File: config.mk
export PLATFORM = sky130hd
export DESIGN_NAME = fpu_issue_scheduler
export DESIGN_NICKNAME = d
export VERILOG_FILES = /design/src/rtl/fpu_issue_scheduler.sv
export SDC_FILE = /design/constraint.sdc
export NUM_CORES = 1
export LEC_CHECK = 0
export CELL_PAD_IN_SITES_DETAIL_PLACEMENT = 0
export CELL_PAD_IN_SITES_GLOBAL_PLACEMENT = 2
export CORE_MARGIN = 1
export CORE_UTILIZATION = 33
export DETAILED_ROUTE_END_ITERATION = 10
export PLACE_DENSITY = 0.84
export SETUP_SLACK_MARGIN = 0.5
export SLEW_MARGIN = 20
export SYNTH_ARGS = -nofsm -noshare
export SYNTH_HDL_FRONTEND = slang
export SYNTH_SLANG_ARGS = --single-unit
export TNS_END_PERCENT = 20
File: constraint.sdc
create_clock -name clk -period 3.6 [get_ports clk]
set_input_delay 0.72 -clock clk [delete_from_list [all_inputs] [get_ports clk]]
set_output_delay 0.72 -clock clk [all_outputs]
set_load 0.02 [all_outputs]
File: src/rtl/fpu_issue_scheduler.sv
// ---------------------------------------------------------------------------
// fpu_issue_scheduler
//   Issue controller in front of the pipelined FPU (E1-E2-E3-WB). Mirrors FPU
//   stage occupancy with destination tags and detects RAW hazards on FPR
//   sources. It selects operand forwarding from the E3 result (ed) or the WB
//   data (wd). It stalls ID when a needed result is not yet on ed, or when the
//   shared iterative fdiv/fsqrt unit is occupied.
//
// Ports
//   clk, clrn          clock, asynchronous active-low reset
//   id_valid_i         ID holds a valid FP instruction
//   id_fc_i[2:0]       fp control (000 add,001 sub,010 mul,011 itof,
//                      100 div,101 ftoi,110 sqrt)
//   id_fs_i/id_use_fs_i  source A FPR number / source A is read
//   id_ft_i/id_use_ft_i  source B FPR number / source B is read
//   id_fd_i/id_wf_i      destination FPR number / instruction writes an FPR
//   pipe_en_i          FPU pipeline advance
//   flush_i            cancel the instruction in ID
//   st_id_o            stall ID/IF this cycle (combinational)
//   fwd_a_o, fwd_b_o   operand select: 00 regfile, 01 ed, 10 wd (combinational)
//   iss_wf_o           write enable handed to E1 (combinational)
//   ds_busy_o          iterative unit occupied (registered)
//   ds_cnt_o           remaining iterative cycles (registered)
//   stall_cnt_o        saturating count of stalled ID cycles (registered)
// ---------------------------------------------------------------------------
module fpu_issue_scheduler #(
  parameter int unsigned DIV_LAT  = 14,
  parameter int unsigned SQRT_LAT = 14,
  parameter int unsigned CNT_W    = 16
) (
  input  logic             clk,
  input  logic             clrn,
  input  logic             id_valid_i,
  input  logic [2:0]       id_fc_i,
  input  logic [4:0]       id_fs_i,
  input  logic             id_use_fs_i,
  input  logic [4:0]       id_ft_i,
  input  logic             id_use_ft_i,
  input  logic [4:0]       id_fd_i,
  input  logic             id_wf_i,
  input  logic             pipe_en_i,
  input  logic             flush_i,
  output logic             st_id_o,
  output logic [1:0]       fwd_a_o,
  output logic [1:0]       fwd_b_o,
  output logic             iss_wf_o,
  output logic             ds_busy_o,
  output logic [4:0]       ds_cnt_o,
  output logic [CNT_W-1:0] stall_cnt_o
);

  localparam int unsigned REG_W = 5;
  localparam int unsigned FC_W  = 3;
  localparam int unsigned DS_W  = 5;

  localparam logic [1:0] FWD_RF = 2'b00;
  localparam logic [1:0] FWD_ED = 2'b01;
  localparam logic [1:0] FWD_WD = 2'b10;

  localparam logic [FC_W-1:0] FC_DIV  = 3'b100;
  localparam logic [FC_W-1:0] FC_SQRT = 3'b110;

  // Tag carried by E1..E3; WB only needs the destination for forwarding.
  typedef struct packed {
    logic             v;
    logic [REG_W-1:0] num;
    logic [FC_W-1:0]  fc;
  } tag_t;

  typedef struct packed {
    logic             v;
    logic [REG_W-1:0] num;
  } wb_tag_t;

  tag_t    e1_q, e1_d;
  tag_t    e2_q, e2_d;
  tag_t    e3_q, e3_d;
  wb_tag_t wb_q, wb_d;

  logic            ds_busy_q, ds_busy_d;
  logic [DS_W-1:0] ds_cnt_q,  ds_cnt_d;
  logic [CNT_W-1:0] stall_cnt_q, stall_cnt_d;

  logic [2:0] res_a, res_b;
  logic       raw_stall;
  logic       struct_stall;
  logic       is_ds_op;
  logic       ds_busy_rep;
  logic       st_id;
  logic       issue;

  // Hazard resolution for one source: {stall, fwd_sel}. The youngest
  // matching stage wins; a hit in E1 or E2 cannot be forwarded yet.
  function automatic logic [2:0] resolve(
    input logic             use_s,
    input logic [REG_W-1:0] s,
    input tag_t             t1,
    input tag_t             t2,
    input tag_t             t3,
    input wb_tag_t          tw
  );
    logic [2:0] r;
    r = {1'b0, FWD_RF};
    if (use_s) begin
      if ((t1.v && (t1.num == s)) || (t2.v && (t2.num == s))) begin
        r = {1'b1, FWD_RF};
      end else if (t3.v && (t3.num == s)) begin
        r = {1'b0, FWD_ED};
      end else if (tw.v && (tw.num == s)) begin
        r = {1'b0, FWD_WD};
      end
    end
    return r;
  endfunction

  // Hazard detection, stall and issue decision.
  always_comb begin
    res_a        = resolve(id_use_fs_i, id_fs_i, e1_q, e2_q, e3_q, wb_q);
    res_b        = resolve(id_use_ft_i, id_ft_i, e1_q, e2_q, e3_q, wb_q);
    raw_stall    = res_a[2] | res_b[2];
    is_ds_op     = (id_fc_i == FC_DIV) || (id_fc_i == FC_SQRT);
    ds_busy_rep  = ds_busy_q | (ds_cnt_q != '0);
    struct_stall = is_ds_op & ds_busy_rep;
    st_id        = id_valid_i & ~flush_i & (raw_stall | struct_stall);
    issue        = id_valid_i & ~flush_i & ~st_id & pipe_en_i;
  end

  assign st_id_o     = st_id;
  assign fwd_a_o     = res_a[1:0];
  assign fwd_b_o     = res_b[1:0];
  assign iss_wf_o    = id_wf_i & issue;
  assign ds_busy_o   = ds_busy_rep;
  assign ds_cnt_o    = ds_cnt_q;
  assign stall_cnt_o = stall_cnt_q;

  // Stage tag shift; a bubble enters E1 when nothing issues.
  always_comb begin
    e1_d = e1_q;
    e2_d = e2_q;
    e3_d = e3_q;
    wb_d = wb_q;
    if (pipe_en_i) begin
      e1_d.v   = id_valid_i & id_wf_i & issue;
      e1_d.num = id_fd_i;
      e1_d.fc  = id_fc_i;
      e2_d     = e1_q;
      e3_d     = e2_q;
      wb_d.v   = e3_q.v;
      wb_d.num = e3_q.num;
    end
  end

  // Iterative unit countdown runs independently of pipe_en.
  always_comb begin
    ds_cnt_d  = ds_cnt_q;
    ds_busy_d = ds_busy_q;
    if (issue && is_ds_op) begin
      ds_cnt_d  = (id_fc_i == FC_DIV) ? DS_W'(DIV_LAT) : DS_W'(SQRT_LAT);
      ds_busy_d = 1'b1;
    end else if (ds_cnt_q != '0) begin
      ds_cnt_d  = ds_cnt_q - DS_W'(1);
      ds_busy_d = (ds_cnt_q != DS_W'(1));
    end
  end

  // Saturating stall-cycle counter.
  always_comb begin
    stall_cnt_d = stall_cnt_q;
    if (st_id && (stall_cnt_q != '1)) begin
      stall_cnt_d = stall_cnt_q + CNT_W'(1);
    end
  end

  always_ff @(posedge clk or negedge clrn) begin
    if (!clrn) begin
      e1_q        <= '0;
      e2_q        <= '0;
      e3_q        <= '0;
      wb_q        <= '0;
      ds_busy_q   <= 1'b0;
      ds_cnt_q    <= '0;
      stall_cnt_q <= '0;
    end else begin
      e1_q        <= e1_d;
      e2_q        <= e2_d;
      e3_q        <= e3_d;
      wb_q        <= wb_d;
      ds_busy_q   <= ds_busy_d;
      ds_cnt_q    <= ds_cnt_d;
      stall_cnt_q <= stall_cnt_d;
    end
  end

endmodule

==> impl_metrics.toml, run 1 <==
[setup_path]
path_cells = "inv_2 -> ha_4 -> or4b_4 -> or2_4 -> a32oi_2 -> o221a_4 -> and4_4 -> buf_6"
critical_path.endpoint_type = "primary output"
max_stage_delay_ns = 0.46
crit-reg2reg-launch = "ds_cnt_o[0]$_DFFE_PN0P_"
worst_path_max_delay_cell = "or4b_4"
critical_path_peak_fanout = 4
timing.setup.critical_path_class = "flop to primary output"
startpoint = "ds_cnt_o[0]$_DFFE_PN0P_"
worstPathArrival_ns = 2.38
required_ns = 2.88
setup.worst_path.start_class = "flop"

[worst_hold_path]
holdCritPathClass = "primary input to asynchronous set/reset pin"

[synth]
synth.ff_latch_count = 46
synth_simple_gate_area_share_pct = 17.5
yosysUniqueCellTypes = 39
synth.avg_cell_area_um2 = 11.0
synth-edff-count = 0
synth_top_family_by_area = "XOR/XNOR gates"
asyncSetResetFlopFracSynth_pct = 100
yosysSeqAreaShare_pct = 44.7
synth.mux.area_fraction_pct = 10.6
synthCells = 235
synthAdderAreaFrac_pct = 1.94
synthesis.nets = 265
yosysWarningCount = 0
synthXorXnorAreaFrac_pct = 18.4
dominantRegCellSynth = "dfrtp_1"
post_synth_instance_area_um2 = 2570
synth_compound_gate_area_share_pct = 4.28

[timing]
clock.fmax_mhz = 323
worst_margin_slew_ns = 0.606
timing.final.crit_period_ns = 3.10
finalHoldViolations = 0
final_max_slew_viol_count = 0
rsz_0062_raised_after_global_routing = "true"
final_sum_of_negative_setup_slack_ns = 0
timing.max_slew.rel_slack_pct = 59.6
post-route-period-util_pct = 86.1
final-setup-viol-count = 0
final.setup_skew_ns = 0.0132

[clock_tree]
clkSlewWorstSetupHoldPaths_ns = 0.09
cts_max_path_buffers = 2
numCtsBuffers = 5
holdBufCountCts = 0
tritoncts = "yes"
cts.sink_count = 46
htree_num_levels = 2
clock_latency_ns = 0.30
cts_root_buffer = "clkbuf_8"

[floorplanning]
core_area_um2 = 7410
fp.dieW_um = 90.3
fp.dieH_um = 90.3
die-area_um2 = 8160
floorplan.rows = 31
ios = 54
initial_core_util_pct = 34.7

[global_routing]
grt_max_degree = 47
number_of_global_route_vias_before_repair = 1952
grt_antenna_before_repair = 0
grt_pass1_wl_um = 10000
overall_global_routing_usage_pct = 15.3
grt_overflow = 0

[layout]
post_route_cells_drive_above_1_share_pct = 25.2
mostFrequentLayoutCell = "dfrtp_1"
final_layout_net_count = 344
antenna_cells = 0
final_cell_area_um2 = 3530
final_cell_mix = "dfrtp_1, xor2_1, clkdlybuf4s50_1, buf_4, mux2_2"
syn_to_final_growth_pct = 37.0
final_cells = 413

[place]
number_of_buffers_added_on_ports = 52
postPlaceCellArea_um2 = 3330
dp_hpwl_um = 4240
total_placed_cells_including_tap_cells = 398
gp_congestion = 0.756

[run]
maximum_capacitance_violations = 0

[run_status]
outcome = "finished, final reports clean"

[detailed_routing]
average_routed_wire_per_standard_cell_um = 14.5
routed-via-count = 1985
per_cell_via_count_in_the_routed_design = 4.81
dr.pass1.iters = 4
drt_first_iter_violations = 56
finalWirelength_um = 5980
detail_route.drc_violations = 0
drt_antenna_net_count = 0

[power]
powerDensity_nw_per_um2 = 469
ir_drop_worst_vdd_mv = 0.241
cellLeakagePower_nw = 1.59
[worst max-delay path, delay by kind of cell, from the launching register on]
kind / cells / cell delay [ns]
AOI/OAI and AO/OA: 2 / 0.38
adders and majority gates: 1 / 0.14
buffers and inverters: 2 / 0.19
DFF: 1 / 0.40
and+or+nand+nor: 3 / 0.95
[path summary, 6_finish.rpt]
| path | endpoint | slack (ns) | cells after the start |
|---|---|---|---|
| hold reg to reg | stall_cnt_o[13]$_DFFE_PN0P_ | 0.50 | 1 |
| hold / removal | e3_q[7]$_DFFE_PN0P_ | 0.42 | 1 |
| setup / recovery | iss_wf_o | 0.50 | 8 |
| min in group clk | stall_cnt_o[13]$_DFFE_PN0P_ | 0.50 | 1 |
| max in group asynchronous | stall_cnt_o[7]$_DFFE_PN0P_ | 2.76 | 1 |
| setup reg to reg | stall_cnt_o[1]$_DFFE_PN0P_ | 1.02 | 10 |
[routing by layer]
metal | global-route usage [%] | up-vias | part of all wire [%]
met2 | 24.2 | 44 | 45
li1 | - | 983 | -
met4 | 4.03 | 0 | 0.95
met1 | 21.2 | 953 | 49
met3 | 3.28 | 5 | 4.6
met5 | 0 | - | 0
[registers in the layout (all words and copies together), names as in the netlist]
signal,cells
e2_q,6
ds_cnt_o,5
e3_q,6
ds_busy_q,1
e1_q,6
stall_cnt_o,16
wb_q,6
[where the power goes]
group	total, mW	switching, mW	internal, mW
Clock	0.307	0.173	0.134
Combinational	0.621	0.278	0.343
Sequential	0.728	0.116	0.612
[metrics by stage]
stage                     utilization, %  setup WS (ns)  power, mW  hold WS, ns
after global placement              44.9         -0.137       1.27        0.480
after detailed placement            44.9         -0.143       1.28        0.487
final                               47.6          0.500       1.66        0.415
after global routing                47.6          0.427       1.76        0.464
after CTS                           47.2          0.499       1.65        0.503
after floorplan                        -          0.517       1.05        0.424
[what timing repair did]
action / 4_1_cts / 5_1_grt
gates resized for setup: 46 / 2
pin swaps: 7 / 1
buffers inserted: 6 / 2
setup endpoints to repair: 6 / 6
[synth_stat cells (4+ instances only)]
master | instances | share of area (%)
clkbuf_1 | 4 | 0.58
nand3_1 | 9 | 1.7
xnor2_1 | 11 | 3.7
nor3b_1 | 5 | 1.5
mux2_2 | 23 | 10
nor4_1 | 9 | 2.2
nor2_1 | 9 | 1.3
ha_1 | 4 | 1.9
xor2_1 | 43 | 15
and3_1 | 6 | 1.5
and4_1 | 4 | 1.4
dfrtp_1 | 46 | 45
nand4_1 | 5 | 1.2
inv_1 | 7 | 1.0
nand2_1 | 12 | 1.7
[logic make-up after synthesis]
logic type,after synthesis
and+or+nand+nor,77
xor gates and xnor gates,54
DFF,46
muxes,24
AOI/OAI and AO/OA,15
buffers and inverters,15
adders and majority gates,4
[final cells by class]
class / instances / area (um2)
Timing Repair Buffer: 80 / 716
Fill cell: 709 / 3880
Multi-Input combinational cell: 174 / 1430
Sequential cell: 46 / 1150
Tap cell: 99 / 124
Clock buffer: 7 / 76.3
Inverter: 7 / 26.3
No activity file was read; power rests on OpenSTA's default activity.
==> inputs of run 2 (changes only) <==
Settings changed: PLACE_DENSITY 0.84 to 0.8.
==> impl_metrics.toml, run 2 (synthesized netlist as in run 1, its figures left out) <==
[run_status]
outcome = "finished, final reports clean"

[floorplanning]
fp.dieW_um = 90.3
core_area_um2 = 7410
ios = 54
die-area_um2 = 8160
initial_core_util_pct = 34.7
floorplan.rows = 31
fp.dieH_um = 90.3

[power]
ir_drop_worst_vdd_mv = 0.235
cellLeakagePower_nw = 1.62
powerDensity_nw_per_um2 = 475

[setup_path]
critical_path_peak_fanout = 4
max_stage_delay_ns = 0.47
path_cells = "clkdlybuf4s50_1 -> xnor2_1 -> and4_1 -> a32oi_2 -> o221a_4 -> and4_4 -> buf_6"
required_ns = 2.88
timing.setup.critical_path_class = "primary input to primary output"
worstPathArrival_ns = 2.36
setup.worst_path.start_class = "primary input"
critical_path.endpoint_type = "primary output"
timing.critical_path.buf_inv = 2
worst_path_max_delay_cell = "clkdlybuf4s50_1"
timing.critical_path.max_delay_family = "buffers and inverters"

[timing]
timing.max_slew.rel_slack_pct = 60.1
rsz_0062_raised_after_global_routing = "true"
clock.fmax_mhz = 324
timing.final.crit_period_ns = 3.08
worst_margin_slew_ns = 0.598
fin_worst_hold_slack_ns = 0.410
post-route-period-util_pct = 85.6
final-setup-viol-count = 0
final.setup_skew_ns = 0.0100
final_max_slew_viol_count = 0
finalHoldViolations = 0

[layout]
final_cell_mix = "dfrtp_1, xor2_1, clkdlybuf4s50_1, buf_4, mux2_2"
antenna_cells = 0
fill_cells = 715
final_layout_net_count = 345
syn_to_final_growth_pct = 37.9
post_route_cells_drive_above_1_share_pct = 26.3
mostFrequentLayoutCell = "dfrtp_1"
final_cell_area_um2 = 3550
area_of_the_multi_input_gates_um2 = 1440
final_cells = 415
largest_register_ffs = 16
area_occupied_by_registers_um2 = 1150

[clock_tree]
cts_max_path_buffers = 2
clock_latency_ns = 0.30
clkSlewWorstSetupHoldPaths_ns = 0.09
tritoncts = "yes"
cts.sink_count = 46
numCtsBuffers = 5
htree_num_levels = 2
cts_root_buffer = "clkbuf_8"

[detailed_routing]
detail_route.drc_violations = 0
per_cell_via_count_in_the_routed_design = 4.76
drt_first_iter_violations = 33
average_routed_wire_per_standard_cell_um = 14.5
dr.pass1.iters = 4
drt_antenna_net_count = 0
finalWirelength_um = 6000
routed-via-count = 1976

[run]
maximum_capacitance_violations = 0

[place]
total_placed_cells_including_tap_cells = 398
postPlaceCellArea_um2 = 3330
dp_hpwl_um = 4260
number_of_buffers_added_on_ports = 52
gp_congestion = 0.740

[global_routing]
grt_antenna_before_repair = 0
overall_global_routing_usage_pct = 15.4
grt_max_degree = 47
grt_pass1_wl_um = 9940
grt_overflow = 0
number_of_global_route_vias_before_repair = 2000

[worst_hold_path]
holdCritPathClass = "primary input to asynchronous set/reset pin"
## run 2: cell count changes in the layout (fill, tap and decap cells not counted), moves of 2 or more
cell | previous run | this run
clkdlybuf4s15_2 | 2 | 0
buf_2 | 1 | 3
dlygate4sd2_1 | 7 | 9
clkdlybuf4s15_1 | 3 | 1
## run 2: metrics by stage
stage	setup WS, ns	util, %	setup TNS (ns)	power, mW
3_5_place_dp	-0.172	44.9	-0.321	1.28
2_1_floorplan	0.517	-	0	1.05
5_1_grt	0.432	47.9	0	1.81
3_3_place_gp	-0.142	44.9	-0.272	1.27
6_report	0.518	47.9	0	1.69
4_1_cts	0.479	47.4	0	1.68
## run 2: final cells by class
cell class | count | share of cell area (%)
multi-input cells | 174 | 40.7
flip-flops and latches | 46 | 32.4
repair buffers | 81 | 20.1
well taps | 99 | 3.49
clock buffers | 7 | 2.43
inverters | 7 | 0.740
clock inverters | 1 | 0.141
## run 2: repair_timing
action | 4_1_cts | 5_1_grt
resized for setup | 43 | 3
hold buffers | 0 | 0
pin swaps | 10 | 1
endpoints found under the setup margin | 6 | 6
setup buffers | 6 | 3
## run 2: worst paths after layout
kind	slack, ns	cells past startpoint	to	from
worst max-delay path	0.52	7	iss_wf_o	id_fs_i[0]
worst min-delay path	0.41	1	e3_q[7]$_DFFE_PN0P_	clrn
worst max register to register	1.17	9	stall_cnt_o[1]$_DFFE_PN0P_	ds_cnt_o[1]$_DFFE_PN0P_
worst min register to register	0.49	1	stall_cnt_o[13]$_DFFE_PN0P_	stall_cnt_o[13]$_DFFE_PN0P_
max in group asynchronous	2.77	1	stall_cnt_o[11]$_DFFE_PN0P_	clrn
min in group clk	0.49	1	stall_cnt_o[13]$_DFFE_PN0P_	stall_cnt_o[13]$_DFFE_PN0P_
## run 2: metal layers
layer,global-route usage (%),vias to the layer above,share of wire (%)
met5,0,-,0
met4,4.44,0,0.85
met3,3.20,5,3.3
met2,25.8,34,47
met1,20.1,955,49
li1,-,982,-
## run 2: power breakdown
part	switching [mW]	internal [mW]
combinational	0.282	0.347
clock	0.175	0.155
sequential	0.117	0.612
